File: src/rtl/relu_argmax_ctrl.sv
// Final classification stage: buffers 10 signed class scores, clamps them with ReLU,
// scans for the strict maximum (lowest index wins ties) and presents class and score.
module relu_argmax_ctrl #(
   parameter int bitwidth    = 32,
   parameter int NUM_CLASSES = 10
) (
   input  logic                       clk,
   input  logic                       rst,
   input  logic                       in_valid,
   output logic                       in_ready,
   input  logic signed [bitwidth-1:0] in_data,
   output logic                       out_valid,
   input  logic                       out_ready,
   output logic [3:0]                 out_class,
   output logic signed [bitwidth-1:0] out_score,
   output logic                       busy
);

   localparam logic [3:0] LAST_IDX = 4'(NUM_CLASSES - 1);

   typedef enum logic [1:0] {
      S_LOAD = 2'd0,
      S_RELU = 2'd1,
      S_SCAN = 2'd2,
      S_DONE = 2'd3
   } state_t;

   state_t                     state_q, state_d;
   logic [3:0]                 count_q, count_d;
   logic [3:0]                 scan_idx_q, scan_idx_d;
   logic signed [bitwidth-1:0] score_q [NUM_CLASSES];
   logic signed [bitwidth-1:0] score_d [NUM_CLASSES];
   logic signed [bitwidth-1:0] best_val_q, best_val_d;
   logic [3:0]                 best_idx_q, best_idx_d;
   logic signed [bitwidth-1:0] out_score_q, out_score_d;
   logic [3:0]                 out_class_q, out_class_d;
   logic                       in_ready_q;
   logic                       out_valid_q;
   logic                       busy_q;

   // Next-state, buffer, ReLU, scan and result-capture logic.
   always_comb begin
      state_d     = state_q;
      count_d     = count_q;
      scan_idx_d  = scan_idx_q;
      score_d     = score_q;
      best_val_d  = best_val_q;
      best_idx_d  = best_idx_q;
      out_class_d = out_class_q;
      out_score_d = out_score_q;
      case (state_q)
         S_LOAD: begin
            if (in_valid && in_ready_q) begin
               score_d[count_q] = in_data;
               if (count_q == LAST_IDX) begin
                  count_d = 4'd0;
                  state_d = S_RELU;
               end else begin
                  count_d = count_q + 4'd1;
               end
            end else begin
               count_d = count_q;
            end
         end
         S_RELU: begin
            for (int i = 0; i < NUM_CLASSES; i++) begin
               if (score_q[i][bitwidth-1]) begin
                  score_d[i] = {bitwidth{1'b0}};
               end else begin
                  score_d[i] = score_q[i];
               end
            end
            best_val_d = {bitwidth{1'b0}};
            best_idx_d = 4'd0;
            scan_idx_d = 4'd0;
            state_d    = S_SCAN;
         end
         S_SCAN: begin
            // Strict compare keeps the earliest index on ties.
            if (score_q[scan_idx_q] > best_val_q) begin
               best_val_d = score_q[scan_idx_q];
               best_idx_d = scan_idx_q;
            end else begin
               best_val_d = best_val_q;
            end
            if (scan_idx_q == LAST_IDX) begin
               scan_idx_d  = 4'd0;
               out_class_d = best_idx_d;
               out_score_d = best_val_d;
               state_d     = S_DONE;
            end else begin
               scan_idx_d = scan_idx_q + 4'd1;
            end
         end
         S_DONE: begin
            if (out_valid_q && out_ready) begin
               state_d = S_LOAD;
            end else begin
               state_d = S_DONE;
            end
         end
         default: begin
            state_d = S_LOAD;
         end
      endcase
   end

   // State, datapath and registered handshake outputs; rst overrides everything.
   always_ff @(posedge clk) begin
      if (rst) begin
         state_q     <= S_LOAD;
         count_q     <= 4'd0;
         scan_idx_q  <= 4'd0;
         best_val_q  <= {bitwidth{1'b0}};
         best_idx_q  <= 4'd0;
         out_class_q <= 4'd0;
         out_score_q <= {bitwidth{1'b0}};
         in_ready_q  <= 1'b1;
         out_valid_q <= 1'b0;
         busy_q      <= 1'b0;
         for (int i = 0; i < NUM_CLASSES; i++) begin
            score_q[i] <= {bitwidth{1'b0}};
         end
      end else begin
         state_q     <= state_d;
         count_q     <= count_d;
         scan_idx_q  <= scan_idx_d;
         best_val_q  <= best_val_d;
         best_idx_q  <= best_idx_d;
         out_class_q <= out_class_d;
         out_score_q <= out_score_d;
         in_ready_q  <= (state_d == S_LOAD);
         out_valid_q <= (state_d == S_DONE);
         busy_q      <= !((state_d == S_LOAD) && (count_d == 4'd0));
         for (int i = 0; i < NUM_CLASSES; i++) begin
            score_q[i] <= score_d[i];
         end
      end
   end

   assign in_ready  = in_ready_q;
   assign out_valid = out_valid_q;
   assign out_class = out_class_q;
   assign out_score = out_score_q;
   assign busy      = busy_q;

endmodule
File: config.mk
export PLATFORM = sky130hd
export DESIGN_NAME = relu_argmax_ctrl
export DESIGN_NICKNAME = d
export VERILOG_FILES = /design/src/rtl/relu_argmax_ctrl.sv
export SDC_FILE = /design/constraint.sdc
export NUM_CORES = 1
export LEC_CHECK = 0
export BUFFER_PORTS_ARGS = -buffer_cell sky130_fd_sc_hd__buf_2
export CORE_MARGIN = 2
export CORE_UTILIZATION = 53
export DETAILED_ROUTE_END_ITERATION = 16
export HOLD_SLACK_MARGIN = 0.08
export PLACE_DENSITY = 0.75
export SLEW_MARGIN = 10
export SYNTH_ARGS = -nofsm -noshare
export SYNTH_HDL_FRONTEND = slang
export SYNTH_SLANG_ARGS = --single-unit
File: constraint.sdc
create_clock -name clk -period 11.2 [get_ports clk]
set_clock_uncertainty 0.05 [all_clocks]
set_input_delay 1.12 -clock clk [delete_from_list [all_inputs] [get_ports clk]]
set_output_delay 1.12 -clock clk [all_outputs]
set_load 0.01 [all_outputs]
==> results of run 1 <==
[metal layers]
| metal | track usage [%] | wire length, um | up-vias |
|---|---|---|---|
| met5 | 0 | 0 | - |
| met4 | 9.76 | 1710 | 0 |
| met3 | 5.29 | 5870 | 156 |
| met2 | 47.6 | 25100 | 927 |
| met1 | 39.8 | 22200 | 8166 |
| li1 | - | - | 7773 |
[worst paths after layout]
path | cells past startpoint | endpoint | start | slack, ns
min reg2reg | 1 | best_idx_q[0] | best_idx_q[0] | 0.43
max | 14 | best_val_q[15] | scan_idx_q[0] | 5.48
min | 1 | best_idx_q[0] | best_idx_q[0] | 0.43
max reg2reg | 14 | best_val_q[15] | scan_idx_q[0] | 5.48
[where the power goes]
group | switching [W] | leakage [nW] | internal [W]
clock | 0.000579 | 0.699 | 0.000840
combinational | 0.000931 | 3.00 | 0.000314
sequential | 0.0000410 | 3.27 | 0.00149
total | 0.00155 | 6.96 | 0.00264
[sequential cells by signal, indices dropped and copies added, names as in the netlist]
register	cells
score_q	320
best_val_q	32
out_score	32
best_idx_q	4
count_q	4
out_class	4
scan_idx_q	4
state_q	2
busy	1
in_ready	1
out_valid	1
[stage by stage]
step                      hold WS [ns]  util [%]  setup WS [ns]
after floorplan                  0.393         -           7.26
after global placement           0.396      55.1           5.69
after detailed placement         0.405      55.1           5.55
after CTS                        0.431      59.1           5.55
after global routing             0.445      59.1           5.31
final                            0.432      59.1           5.48
[area by class of cell]
type | count | area (um2) | area share, %
clock inverters | 10 | 104 | 0.509
flip-flops and latches | 405 | 8120 | 39.7
clock buffers | 64 | 1290 | 6.34
inverters | 37 | 139 | 0.680
multi-input cells | 1572 | 9580 | 46.9
well taps | 455 | 569 | 2.79
repair buffers | 104 | 618 | 3.03
[worst max-delay path: stages (launching register included)]
cell and delay [ns]:
dfxtp_4 0.76, buf_4 0.69, mux4_2 0.60, mux2i_1 0.19
o22ai_1 0.23, ha_1 0.40, nand4_1 0.13, nor4_2 0.07
a21boi_2 0.16, o41ai_2 0.56, and3_1 0.69, buf_4 0.39
nor4_4 0.08, buf_4 0.27, a22o_1 0.25
[logic make-up (layout without fill, tap and decap cells)]
family          after synthesis  after routing
flops                       405            405
buf+inv                     239            215
mux                         129            129
simple gates                879            879
xor+xnor                      5              5
compound gates              520            520
fa+ha+maj                    39             39
[cells in the final DEF, fill, tap and decap left out, types with 3 or more instances in the layout]
| master | netlist | final |
|---|---|---|
| o22ai_1 | 32 | 32 |
| nand4_1 | 6 | 6 |
| clkbuf_8 | 0 | 14 |
| nand2b_1 | 6 | 6 |
| nor3_1 | 323 | 323 |
| a21oi_1 | 362 | 362 |
| clkbuf_1 | 172 | 7 |
| inv_1 | 36 | 36 |
| clkinv_2 | 0 | 7 |
| a21o_1 | 6 | 6 |
| dfxtp_1 | 405 | 402 |
| nand3_1 | 42 | 42 |
| nand2_1 | 107 | 90 |
| nor2_1 | 371 | 371 |
| a311oi_1 | 34 | 34 |
| xor2_1 | 3 | 3 |
| a22o_1 | 36 | 36 |
| nand2_2 | 0 | 17 |
| nor2b_1 | 8 | 8 |
| mux4_2 | 64 | 64 |
| buf_4 | 2 | 29 |
| ha_1 | 39 | 39 |
| o21ai_0 | 26 | 25 |
| buf_2 | 17 | 73 |
| nor4_1 | 3 | 3 |
| clkbuf_16 | 0 | 43 |
| a22oi_1 | 10 | 10 |
| and3_1 | 3 | 3 |
| mux2i_1 | 65 | 65 |
==> impl_metrics.csv, run 1 <==
group,metric,value,unit
clocking,ctsResizeCount,0,
yosys,synth_top_family_by_area,"simple AND/OR/NAND/NOR gates",
critical_path,critPathMaxFanout,39,
critical_path,startpoint_type,"flop",
placement,dp_hpwl,31.1,mm
cells_and_area,fin_cells,2647,
timing,grt_setup_unrepaired,"no",
yosys,yosysTopAreaCell,"dfxtp_1",
timing,relSlewSlack,7.35,%
pwr,finalPower,0.00419,W
timing,period_share,51.1,%
yosys,synth.cell_area,18600,um2
placement,post_dp_cell_area,19000,um2
yosys,synth_edf_count,0,
drt,ant_nets,0,
die,fp-row-count,68,
yosys,synth_top_area_share,43.6,%
clocking,cts_sinks,405,
yosys,muxShareOfSynthArea,11.2,%
timing,drv_slew,0,
placement,portBuffers,74,
clocking,clk_pin_slew,0.06,ns
cells_and_area,postLayoutCellArea,20400,um2
drt,viasPerCell,6.43,
yosys,synthSimpleGateAreaFrac,20.9,%
cells_and_area,nets,2236,
drt,first_pass_iters,6,
pwr,p_leak,6.96,nW
critical_path,worstSetupPathType,"reg -> reg",
placement,gp_congestion,0.862,
yosys,synthArstFlopShare,0,%
timing,clock.fmax,175,MHz
global_routing,grt_max_degree,234,
outcome,status,"finished clean",
drt,drc,0,
hold_path,hold_class,"reg -> reg",
yosys,synth_adder_area_share,2.62,%
pwr,power_density,205,nW/um2
drt,wire_per_inst,20.7,um
yosys,synth_compound_area_share,16.2,%
pwr,peakVddDrop,0.245,mV
clocking,post_cts_buffers,0,
yosys,synthXorXnorAreaFrac,0.235,%
flow_run,drv_cap,0,
yosys,synthTopCellsByArea,"dfxtp_1 44%, a21oi_1 9.7%, nor3_1 8.7%",
drt,drt-total-wl,54.8,mm
global_routing,grt_pass1_wl,85.6,mm
drt,vias,17022,
critical_path,required,11.59,ns
timing,worst_pin_slew,1.39,ns
drt,drt_iter0_drc,2107,
global_routing,antenna_found_initial,0,
clocking,insertion_delay,0.56,ns
yosys,post-synth-top-count-cell,"dfxtp_1",
global_routing,track_usage,29.5,%
yosys,ys_warn_count,0,
cells_and_area,n_antenna_cell,0,
timing,hold_viol_final,0,
yosys,yosysSeqAreaShare,43.6,%
die,start_util,53.9,%
cells_and_area,area_growth,9.72,%
timing,finalSetupViolations,0,
global_routing,overflow,0,
global_routing,grt_pass1_vias,15703,
die,die_w,191,um
yosys,ys_top_cells_by_count,"405 x dfxtp_1, 371 x nor2_1, 362 x a21oi_1, 323 x nor3_1, 172 x clkbuf_1",
yosys,ys_types,46,
clocking,cts_tree,"yes",
die,dieHeight,191,um
critical_path,critPathCaptureType,"flop",
placement,dp.cells,2573,
clocking,cts-htree-levels,2,
cells_and_area,layout-drive-gt1-share,12.1,%
die,die-area,36600,um2
die,fp.coreArea,34500,um2
timing,fin_crit,5.72,ns
yosys,syn_inst,2216,
cells_and_area,nFillCells,2939,
critical_path,cp.arrival,6.11,ns
clocking,cts_made_buffers,41,
yosys,synth-main-ff-cell,"dfxtp_1",
timing,finalSetupTns,0,ns
clocking,clockRootBuffer,"clkbuf_16",
yosys,synth_area_per_cell,8.40,um2
clocking,cts_buffer_depth,3,
yosys,synth_seq_cells,405,
yosys,syn_nets,2291,
clocking,hold_buffers,0,
die,boundaryPins,75,
Power figures use the tool's default switching activity.
==> run 2, diff against run 1 <==
--- a/config.mk
+++ b/config.mk
@@ -5,12 +5,13 @@
 export SDC_FILE = /design/constraint.sdc
 export NUM_CORES = 1
 export LEC_CHECK = 0
+export ABC_AREA = 1
 export BUFFER_PORTS_ARGS = -buffer_cell sky130_fd_sc_hd__buf_2
 export CORE_MARGIN = 2
 export CORE_UTILIZATION = 53
 export DETAILED_ROUTE_END_ITERATION = 16
 export HOLD_SLACK_MARGIN = 0.08
-export PLACE_DENSITY = 0.75
+export PLACE_DENSITY = 0.78
 export SLEW_MARGIN = 10
 export SYNTH_ARGS = -nofsm -noshare
 export SYNTH_HDL_FRONTEND = slang
==> constraint.sdc (replaced) <==
create_clock -name clk -period 5.04 [get_ports clk]
set_clock_uncertainty 0.05 [all_clocks]
set_input_delay 0.504 -clock clk [delete_from_list [all_inputs] [get_ports clk]]
set_output_delay 0.504 -clock clk [all_outputs]
set_load 0.01 [all_outputs]
==> run 2 against run 1 <==
Effect of this change:
- clock power rose by 120%
- global-route usage rose by 1.9 points
- via count rose by 20%
- critical path type unchanged
- register-to-register slack got worse by 4.6 ns
- largest cell class unchanged
==> impl_metrics.csv, run 2 <==
group,metric,value,unit
timing,period_share,83.4,%
critical_path,critPathMaxFanout,62,
pwr,power_density,654,nW/um2
hold_path,worstHoldPathCells,2,
yosys,syn_nets,2991,
die,fp-row-count,72,
placement,portBuffers,74,
cells_and_area,largest-register,"score_q",
clocking,ctsResizeCount,0,
timing,relSlewSlack,23.1,%
critical_path,ff2ff_path_depth,19,
timing,worst_pin_slew,1.15,ns
timing,finalSetupTns,0,ns
yosys,synth_edf_count,0,
hold_path,hold_end,"best_val_q[13]",
critical_path,reg2reg_slack,0.84,ns
flow_run,drv_cap,0,
timing,grt_setup_unrepaired,"no",
yosys,synth-main-ff-cell,"dfxtp_1",
critical_path,cp.arrival,4.65,ns
clocking,post_cts_buffers,0,
hold_path,hold_class,"in -> reg",
clocking,clk_pin_slew,0.06,ns
cells_and_area,layout-drive-gt1-share,12.7,%
yosys,synthArstFlopShare,0,%
global_routing,grt_pass1_wl,102,mm
drt,wire_per_inst,19.0,um
cells_and_area,largest_reg_flops,320,
clocking,cts-htree-levels,2,
timing,drv_slew,0,
clocking,hold_buffers,0,
critical_path,worstSetupPathType,"reg -> reg",
critical_path,startpoint_type,"flop",
yosys,synth_seq_cells,405,
critical_path,reg2reg_from,"scan_idx_q[1]",
yosys,synth_top_area_share,39.6,%
cells_and_area,final_common_cell,"nand2_1",
die,die-area,40200,um2
clocking,cts_sinks,405,
yosys,ys_types,47,
placement,dp_hpwl,36.8,mm
global_routing,grt_max_degree,184,
timing,finalSetupViolations,0,
timing,clock.fmax,238,MHz
outcome,status,"finished clean",
clocking,cts_made_buffers,44,
cells_and_area,area_growth,8.44,%
timing,hold_viol_final,0,
die,boundaryPins,75,
drt,ant_nets,0,
global_routing,track_usage,31.3,%
critical_path,required,5.49,ns
yosys,synth_area_per_cell,7.03,um2
cells_and_area,final_cell_mix,"684 x nand2_1, 403 x dfxtp_1, 348 x nand3_1",
global_routing,grt_pass1_vias,18947,
yosys,ys_top_cells_by_count,"684 x nand2_1, 405 x dfxtp_1, 348 x nand3_1, 344 x a21oi_1, 261 x nor2_1",
cells_and_area,n_antenna_cell,0,
die,start_util,53.4,%
clocking,cts_tree,"yes",
clocking,insertion_delay,0.58,ns
cells_and_area,final_core_util,57.9,%
yosys,synth.cell_area,20500,um2
die,die_w,201,um
drt,viasPerCell,6.00,
yosys,syn_inst,2916,
critical_path,reg2reg_to,"best_idx_q[2]",
yosys,yosysTopAreaCell,"dfxtp_1",
critical_path,critPathCaptureType,"flop",
global_routing,antenna_found_initial,0,
drt,first_pass_iters,6,
pwr,p_leak,8.42,nW
die,fp.coreArea,38400,um2
cells_and_area,nets,2928,
drt,drc,0,
yosys,yosysSeqAreaShare,39.6,%
hold_path,hold_path_startpoint,"rst",
yosys,ys_warn_count,0,
yosys,synthTopCellsByArea,"dfxtp_1 40%, nand2_1 13%, nand3_1 8.5%",
placement,gp_congestion,0.861,
global_routing,overflow,0,
clocking,cts_buffer_depth,3,
drt,vias,20372,
drt,drt-total-wl,64.7,mm
yosys,post-synth-top-count-cell,"nand2_1",
timing,fin_crit,4.20,ns
clocking,clockRootBuffer,"clkbuf_16",
die,dieHeight,201,um
pwr,peakVddDrop,0.825,mV
drt,drt_iter0_drc,2562,
[run 2: cell count changes in the layout (fill, tap and decap cells not counted), moves of 65 or more]
cell     before  now
inv_1        36  142
nand3_1      42  348
nand2_1      90  684
nor2_1      371  251
o21ai_0      25  117
mux2i_1      65    0
nor3_1      323    8
[run 2: layout make-up]
class,instances,area [um2]
Inverter,188,708
Multi-Input combinational cell,2095,10600
Tap cell,518,648
Clock inverter,11,116
Timing Repair Buffer,119,793
Fill cell,3564,16200
Sequential cell,405,8120
Clock buffer,59,1250
[run 2: metal layers]
layer  GRT usage (%)  vias to the layer above  wire [um]
met1            42.0                     9412      25800
met4            14.6                        0       2460
met3            5.31                      225       7340
met5               0                        -          0
li1                -                     9495          -
met2            49.4                     1240      29100
[run 2: how the worst max path moves through the flow]
stage	startpoint	slack, ns	endpoint	cells after the start
4_1_cts	scan_idx_q[1]	0.90	best_idx_q[2]	19
2_1_floorplan	scan_idx_q[0]	2.11	out_score[10]	23
3_5_place_dp	scan_idx_q[1]	0.92	out_class[2]	22
5_1_grt	scan_idx_q[1]	0.60	out_class[2]	22
3_3_place_gp	scan_idx_q[1]	0.93	out_class[2]	22
6_report	scan_idx_q[1]	0.84	best_idx_q[2]	19
[run 2: per-stage QoR]
step	power (W)	hold slack, ns	setup slack (ns)	instance area, um2	std cells
final	0.0145	0.384	0.837	22200	3395
after global routing	0.0154	0.406	0.598	22200	3395
after CTS	0.0144	0.370	0.896	22200	3395
after detailed placement	0.0113	0.402	0.919	20900	3325
after global placement	0.0111	0.397	0.932	20900	3325
after floorplan	0.00988	0.390	2.11	20500	2916
[run 2: power breakdown]
| group | internal (W) | switching (W) |
|---|---|---|
| Combinational | 0.00232 | 0.00561 |
| Clock | 0.00183 | 0.00132 |
| Sequential | 0.00336 | 0.0000893 |
[run 2: cells by family after synthesis]
| logic type | after synthesis | synth area share [%] |
|---|---|---|
| AOI/OAI and AO/OA | 631 | 17.7 |
| xor gates and xnor gates | 3 | 0.128 |
| adders and majority gates | 39 | 2.38 |
| buffers and inverters | 416 | 8.92 |
| DFF | 405 | 39.6 |
| and+or+nand+nor | 1422 | 31.3 |
[run 2: worst max-delay path, stage by stage (launching register included)]
cell      delay [ns]
dfxtp_4         0.87
buf_4           0.44
buf_4           0.22
nor2_1          0.05
o21ai_0         0.07
o211ai_1        0.12
nand3_1         0.13
nand2_1         0.11
ha_1            0.29
nand2_1         0.07
nor2_1          0.15
nand4_1         0.18
nor2_4          0.21
nand2_4         0.09
nand3_4         0.07
nand3_4         0.35
buf_4           0.34
nand2_1         0.09
nand3_1         0.08
a21oi_1         0.15
